`src/rtl/bram_stream_reader.sv`:
```
// Burst reader for a 1-cycle-latency BRAM: reads LEN words from BASE and
// emits them as a valid/ready stream through a 2-entry skid buffer.
module bram_stream_reader #(
    parameter int unsigned AW = 10,
    parameter int unsigned DW = 24
) (
    input  logic          clk,
    input  logic          rst,
    input  logic          start,
    input  logic [AW-1:0] base_addr,
    input  logic [AW:0]   length,
    output logic          busy,
    output logic          done,
    output logic          rd_en,
    output logic [AW-1:0] rd_addr,
    input  logic [DW-1:0] rd_data,
    output logic          out_valid,
    output logic [DW-1:0] out_data,
    output logic          out_last,
    input  logic          out_ready
);

    localparam int unsigned CW = AW + 1;

    typedef enum logic [1:0] {
        IDLE,
        RUN,
        DRAIN,
        DONE
    } state_t;

    state_t          state;
    logic [CW-1:0]   len_q;
    logic [CW-1:0]   iss_cnt;
    logic [CW-1:0]   emit_cnt;
    logic            rd_pend;
    logic            v0, v1;
    logic [DW-1:0]   d0, d1;

    logic            pop;
    logic            cap;
    logic            last_issue;
    logic            last_emit;
    logic [1:0]      occ_eff;

    assign pop        = v0 && out_ready;
    assign cap        = rd_pend;
    assign last_issue = (iss_cnt == len_q - CW'(1));
    assign last_emit  = (emit_cnt == len_q - CW'(1));

    // Entries still claiming a buffer slot once this cycle's pop retires.
    assign occ_eff    = 2'(v0) + 2'(v1) + 2'(rd_pend) - 2'(pop);

    // Read enable sees the current pop so a ready sink gets one word per clock.
    assign rd_en      = (state == RUN) && (occ_eff < 2'd2);

    assign busy       = (state != IDLE);
    assign done       = (state == DONE);
    assign out_valid  = v0;
    assign out_data   = d0;
    assign out_last   = v0 && last_emit;

    // Burst control, address generation and counters.
    always_ff @(posedge clk) begin
        if (rst) begin
            state    <= IDLE;
            len_q    <= '0;
            iss_cnt  <= '0;
            emit_cnt <= '0;
            rd_addr  <= '0;
            rd_pend  <= 1'b0;
        end else begin
            rd_pend <= rd_en;
            if (pop) begin
                emit_cnt <= emit_cnt + CW'(1);
            end
            case (state)
                IDLE: begin
                    if (start) begin
                        len_q    <= length;
                        rd_addr  <= base_addr;
                        iss_cnt  <= '0;
                        emit_cnt <= '0;
                        state    <= (length == '0) ? DONE : RUN;
                    end
                end
                RUN: begin
                    if (rd_en) begin
                        rd_addr <= rd_addr + AW'(1);
                        iss_cnt <= iss_cnt + CW'(1);
                        if (last_issue) begin
                            state <= DRAIN;
                        end
                    end
                end
                DRAIN: begin
                    if (pop && last_emit) begin
                        state <= DONE;
                    end
                end
                DONE: begin
                    state <= IDLE;
                end
                default: state <= IDLE;
            endcase
        end
    end

    // Skid buffer: entry 0 is the stream head, entry 1 holds the overflow word.
    always_ff @(posedge clk) begin
        if (rst) begin
            v0 <= 1'b0;
            v1 <= 1'b0;
            d0 <= '0;
            d1 <= '0;
        end else begin
            case ({pop, cap})
                2'b11: begin
                    if (v1) begin
                        d0 <= d1;
                        d1 <= rd_data;
                    end else begin
                        d0 <= rd_data;
                    end
                end
                2'b10: begin
                    d0 <= d1;
                    v0 <= v1;
                    v1 <= 1'b0;
                end
                2'b01: begin
                    if (!v0) begin
                        d0 <= rd_data;
                        v0 <= 1'b1;
                    end else begin
                        d1 <= rd_data;
                        v1 <= 1'b1;
                    end
                end
                default: ;
            endcase
        end
    end

endmodule

```
`config.mk`:
```
export PLATFORM = sky130hd
export DESIGN_NAME = bram_stream_reader
export DESIGN_NICKNAME = d
export VERILOG_FILES = /design/src/rtl/bram_stream_reader.sv
export SDC_FILE = /design/constraint.sdc
export NUM_CORES = 1
export LEC_CHECK = 0
export CORE_MARGIN = 5
export CORE_UTILIZATION = 55
export CTS_BUF_LIST = sky130_fd_sc_hd__clkbuf_8
export CTS_CLUSTER_SIZE = 25
export DETAILED_ROUTE_END_ITERATION = 8
export PLACE_DENSITY = 0.95
export SLEW_MARGIN = 15
export SYNTH_ARGS = -nofsm -noshare
export SYNTH_HDL_FRONTEND = slang
export SYNTH_SLANG_ARGS = --single-unit
```
`constraint.sdc`:
```
create_clock -name clk -period 4.5 [get_ports clk]
set_clock_uncertainty 0.1 [all_clocks]
set_input_delay 0.675 -clock clk [delete_from_list [all_inputs] [get_ports clk]]
set_output_delay 0.675 -clock clk [all_outputs]
set_load 0.01 [all_outputs]
```
==> impl_metrics.json, run 1 <==
{
  "drcViolationCount": 0,
  "maxSlewHeadroom": 0.289,
  "wl_um": 12800,
  "synth-main-ff-cell": "dfxtp_1",
  "drv_slew": 0,
  "ctsHoldBuffers": 0,
  "cp-start-kind": "input pin",
  "ctsResizeCount": 0,
  "io_pins": 88,
  "clkTransAtPathRegs_ns": 0.10,
  "cp_data_arrival_time_ns": 3.37,
  "rows": 34,
  "ys_types": 55,
  "antenna_found_initial": 0,
  "grt_use_met1": 0.280,
  "syn_area_um2": 4960,
  "max_freq_mhz": 241,
  "hold_depth": 2,
  "dieArea_um2": 11000,
  "grt_overflow_total": 0,
  "syn-num-nets": 661,
  "wl_per_cell_um": 16.6,
  "hold_violations": 0,
  "worst_pin_slew_ns": 1.07,
  "worstPathCellList": "clkdlybuf4s50_1, nand2_1, clkinv_1, ha_1, inv_1, ha_1, a21oi_1, xnor2_1, nor2_1, clkdlybuf4s50_1",
  "routed_via_density": 6.05,
  "hpwl_um": 9060,
  "grt_util_met2": 0.385,
  "syn_area_per_cell_um2": 8.27,
  "cts_setup_buffers": 0,
  "syn_inst": 599,
  "synth_edf_count": 0,
  "cp_max_fo": 9,
  "whs_endpoint": "out_data[17]",
  "fin_crit_ns": 4.15,
  "design_area_um2": 6010,
  "placed_area_um2": 5830,
  "critPathKind": "in2out",
  "ys_seq_area_frac": 0.388,
  "status": "finished, final reports clean",
  "cpPeakStageDelay_ns": 0.52,
  "ys_ff_latch": 96,
  "power_w": 0.00291,
  "required_ns": 3.72,
  "yosys_warnings": 0,
  "max-vdd-ir-drop_mv": 0.279,
  "cts.sinks": 96,
  "pwr_density_cell_nw_per_um2": 484,
  "hold_start": "out_data[17]",
  "place_congestion": 0.971,
  "whs_ns": 0.404,
  "rsz0062_at_grt": "no",
  "grt_pass1_wl_um": 21600,
  "diodes": 0,
  "clk_path_buf_depth": 2,
  "grt_max_degree": 59,
  "synth-async-reset-ratio": 0,
  "dieWidth_um": 105,
  "track_usage": 0.232,
  "first_pass_iters": 5,
  "min_path_type": "reg2reg",
  "worstRegToRegCells": 12,
  "cts-root-buf": "clkbuf_8",
  "port_buffers": 87,
  "die_h_um": 105,
  "rrSetupSlack_ns": 1.26,
  "vias": 4669,
  "cts_max_level": 3,
  "drt_iter0_markers": 395,
  "nets": 721,
  "crit_slowest_cell": "xnor2_1",
  "top_usage_layer": "met2",
  "finalSetupViolations": 0,
  "power_leakage_nw": 2.20,
  "fin_tns_setup_ns": 0,
  "period_share": 0.922,
  "worstReg2RegEnd": "state[1]",
  "cts_buffers": 9,
  "fill_cells": 662,
  "worst_r2r_startpoint": "out_valid",
  "use_met3": 0.0746,
  "grt_pass1_vias": 4602,
  "drtAntennaViolNets": 0,
  "initial_utilization": 0.566,
  "core_area_um2": 8760,
  "end_kind": "output pin",
  "drive_gt1_frac": 0.0497,
  "cts_tree": "built",
  "maxCapViolations": 0,
  "clkLatencyLatePin_ns": 0.37,
  "area_growth_pct": 21.3
}
## critical path: cells and delay by family
family,cells,cell delay (ns)
buf+inv,4,1.23
xor+xnor,1,0.52
fa+ha+maj,2,0.63
simple gates,2,0.25
compound gates,1,0.08
## through the flow
step | worst slack, ns | std cells | util
2_1_floorplan | 1.43 | 599 | -
3_3_place_gp | 0.407 | 756 | 0.665
3_5_place_dp | 0.344 | 756 | 0.665
4_1_cts | 0.320 | 772 | 0.686
5_1_grt | 0.218 | 772 | 0.686
6_report | 0.353 | 772 | 0.686
## logic make-up (layout without fill, tap and decap cells)
family                     count (synthesis)  after routing  share of synthesized area
adders and majority gates                 13             13                     0.0328
and+or+nand+nor                          240            240                      0.228
buffers and inverters                     60            125                     0.0482
AOI/OAI and AO/OA                        118            118                      0.168
DFF                                       96             96                      0.388
xor gates and xnor gates                  42             42                     0.0742
muxes                                     30             30                     0.0608
## sequential cells by signal, summed over array words and instances, names as in the netlist
register,count
d1,24
len_q,11
emit_cnt,11
out_data,24
out_valid,1
v1,1
rd_addr,10
cap,1
iss_cnt,11
state,2
## how the worst max path moves through the flow
| stage | from | to | slack (ns) |
|---|---|---|---|
| floorplan | out_ready | state[0] | 1.43 |
| global placement | out_ready | rd_en | 0.41 |
| detailed placement | out_ready | rd_en | 0.34 |
| CTS | out_ready | rd_en | 0.32 |
| global route | out_ready | rd_en | 0.22 |
| finish | out_ready | rd_en | 0.35 |
## routing by layer
metal  vias to the layer above  wire length, um  part of all wire
met2                       191             6220              0.49
met1                      2184             5170              0.40
li1                       2252                -                 -
met5                         -                0                 0
met4                         0              344             0.027
met3                        42             1060             0.083
## synth_stat cells (all sizes together), types with 3 or more instances
| cell type | count | share of area |
|---|---|---|
| nand3b | 3 | 0.0045 |
| nor2 | 87 | 0.066 |
| mux2i | 29 | 0.059 |
| a211oi | 10 | 0.015 |
| a22oi | 5 | 0.0076 |
| buf | 9 | 0.0096 |
| nand4 | 3 | 0.0038 |
| a21o | 4 | 0.0061 |
| nand2 | 53 | 0.040 |
| xor2 | 19 | 0.034 |
| and4 | 5 | 0.0088 |
| inv | 14 | 0.011 |
| o31ai | 5 | 0.010 |
| nor2b | 4 | 0.0050 |
| nor3 | 29 | 0.029 |
| nor4 | 7 | 0.0088 |
| dfxtp | 96 | 0.39 |
| or3 | 4 | 0.0050 |
| or2 | 7 | 0.0088 |
| nand2b | 5 | 0.0063 |
| and3 | 9 | 0.011 |
| a21oi | 30 | 0.030 |
| xnor2 | 23 | 0.041 |
| clkbuf | 35 | 0.027 |
| a311oi | 4 | 0.0071 |
| ha | 13 | 0.033 |
| or4 | 3 | 0.0045 |
| a221oi | 25 | 0.044 |
| nand3 | 15 | 0.015 |
| o21ai | 16 | 0.016 |
## where the power goes
group	total [W]	internal, W	leakage [nW]	switching, W
clock network	0.000539	0.000212	0.0936	0.000328
logic	0.00124	0.000561	1.32	0.000678
registers	0.00113	0.000991	0.781	0.000142
total	0.00291	0.00176	2.20	0.00115
## cell type report
class | instances | area (um2) | share of cell area
clock buffers | 9 | 124 | 0.0206
well taps | 108 | 135 | 0.0225
clock inverters | 7 | 61.3 | 0.0102
repair buffers | 93 | 911 | 0.152
flip-flops and latches | 96 | 1920 | 0.320
inverters | 16 | 60.1 | 0.00999
multi-input cells | 443 | 2800 | 0.465
## placed cells by master, fill, tap and decap left out, types with 4 or more instances in the layout
cell,synthesis,routed
dfxtp_1,96,96
nor2_1,87,86
clkdlybuf4s50_1,0,86
nand2_1,53,53
a21oi_1,30,30
nor3_1,29,29
mux2i_1,29,29
a221oi_1,25,25
xnor2_1,23,23
xor2_1,19,19
nand3_1,15,15
inv_1,14,14
o21ai_0,16,14
ha_1,13,13
a211oi_1,10,10
and3_1,9,9
clkbuf_8,0,9
or2_2,7,7
nor4_1,7,7
buf_4,0,6
nand2b_1,5,5
a22oi_1,5,5
and4_1,5,5
or3_1,4,4
a311oi_1,4,4
nor2b_1,4,4
o31ai_1,4,4
a21o_1,4,4
Power figures use the tool's default switching activity.
==> inputs of run 2 (changes only) <==
- CORE_MARGIN: 5 -> 2
- REMOVE_ABC_BUFFERS: not set -> 1
==> run 2 against run 1 <==
Critical path depth is the same. Global-route usage is 3.4 points higher. Total power grew 4.2%. First-iteration DRC count decreased by 26%. Count of clock-buffer cells in the layout stayed put. Register-to-register slack got worse by 0.23 ns. Sequential power about the same. Via count up 2.8%. Critical path type unchanged. Critical endpoint unchanged. Largest cell class unchanged.
==> impl_metrics.json, run 2 (synthesized netlist as in run 1, its figures left out) <==
{
  "drt_iter0_markers": 294,
  "max_freq_mhz": 241,
  "pre_cts_ws_ns": 0.363,
  "initial_utilization": 0.568,
  "drcViolationCount": 0,
  "track_usage": 0.266,
  "numPlacedInstances": 758,
  "rows": 34,
  "routed_via_density": 6.20,
  "dieWidth_um": 98.9,
  "period_share": 0.921,
  "maxSlewHeadroom": 0.535,
  "hpwl_um": 8870,
  "drv_slew": 0,
  "nets": 723,
  "vias": 4800,
  "ctsResizeCount": 0,
  "whs_ns": 0.398,
  "io_pins": 88,
  "grt_overflow_total": 0,
  "max-vdd-ir-drop_mv": 0.307,
  "maxCapViolations": 0,
  "worstPathCellList": "clkdlybuf4s50_1, nand2_1, clkinv_1, ha_1, inv_1, ha_1, a21oi_1, xnor2_1, nor2_1, clkdlybuf4s50_1",
  "fin_crit_ns": 4.15,
  "cp-start-kind": "input pin",
  "diodes": 0,
  "cts.sinks": 96,
  "die_h_um": 98.9,
  "cts_tree": "built",
  "first_pass_iters": 5,
  "drive_gt1_frac": 0.0526,
  "worst_pin_slew_ns": 0.697,
  "cp_max_fo": 9,
  "antenna_found_initial": 0,
  "wl_per_cell_um": 16.8,
  "grt_max_degree": 53,
  "mostFrequentLayoutCells": "dfxtp_1, nor2_1, clkdlybuf4s50_1, nand2_1, a21oi_1",
  "cts-root-buf": "clkbuf_8",
  "path_buf_inv": 4,
  "layout_setup_ws_ns": 0.353,
  "cts_max_level": 3,
  "wl_um": 13000,
  "end_kind": "output pin",
  "dieArea_um2": 9790,
  "clkTransAtPathRegs_ns": 0.09,
  "ctsHoldBuffers": 0,
  "area_growth_pct": 22.4,
  "cpPeakStageDelay_ns": 0.54,
  "cp_data_arrival_time_ns": 3.37,
  "core_area_um2": 8720,
  "cts_setup_buffers": 0,
  "cts_buffers": 9,
  "power_leakage_nw": 2.22,
  "clkLatencyLatePin_ns": 0.37,
  "cpLargestDelayFamily": "buffers and inverters",
  "place_congestion": 0.901,
  "fill_cells": 618,
  "min_path_type": "reg2reg",
  "fin_cells": 774,
  "clk_path_buf_depth": 2,
  "port_buffers": 87,
  "hold_violations": 0,
  "crit_slowest_cell": "xnor2_1",
  "fin_tns_setup_ns": 0,
  "finalSetupViolations": 0,
  "status": "finished, final reports clean",
  "final_common_cell": "dfxtp_1",
  "rsz0062_at_grt": "no",
  "critPathKind": "in2out",
  "pwr_density_cell_nw_per_um2": 500,
  "grt_pass1_wl_um": 21700,
  "grt_pass1_vias": 4557,
  "drtAntennaViolNets": 0,
  "required_ns": 3.72
}
run 2: report_power, final:
| part | leakage, nW | internal [W] | switching, W |
|---|---|---|---|
| clock | 0.112 | 0.000320 | 0.000328 |
| combinational | 1.33 | 0.000568 | 0.000680 |
| sequential | 0.781 | 0.000991 | 0.000146 |
| total | 2.22 | 0.00188 | 0.00115 |
run 2: worst register-to-register path, cell delays in order (launching register included):
cell      delay [ns]
dfxtp_1         0.41
nand2_1         0.17
clkinv_1        0.25
ha_1            0.36
inv_1           0.04
ha_1            0.28
a21oi_1         0.21
xnor2_1         0.22
nor4_1          0.46
nand4_1         0.22
o31ai_4         0.28
a21oi_1         0.12
a311oi_1        0.27
run 2: final timing paths:
kind	depth (start not counted)	endpoint	slack [ns]	startpoint
setup / recovery	10	rd_en	0.35	out_ready
hold / removal	2	out_data[1]	0.40	out_data[1]
setup reg to reg	12	state[1]	1.03	out_valid
hold reg to reg	2	out_data[1]	0.40	out_data[1]
run 2: per-layer routing:
layer,vias to the layer above,GRT usage,part of all wire
met3,30,0.0468,0.080
met2,247,0.450,0.49
li1,2247,-,-
met4,0,0.0948,0.023
met1,2276,0.343,0.41
met5,-,0,0
run 2: cell type report:
class	count	area [um2]	area share
clock buffer	9	124	0.0204
clock inverter	7	101	0.0167
inverter	16	60.1	0.00990
multi-input combinational	443	2800	0.461
sequential	96	1920	0.317
tap	108	135	0.0223
timing repair buffer	95	926	0.153
run 2: per-stage QoR:
stage	total power (W)	area, um2	utilization
finish	0.00303	6070	0.696
global route	0.00321	6070	0.696
CTS	0.00302	6070	0.696
detailed placement	0.00237	5840	0.670
global placement	0.00231	5840	0.670
floorplan	0.00189	4780	-
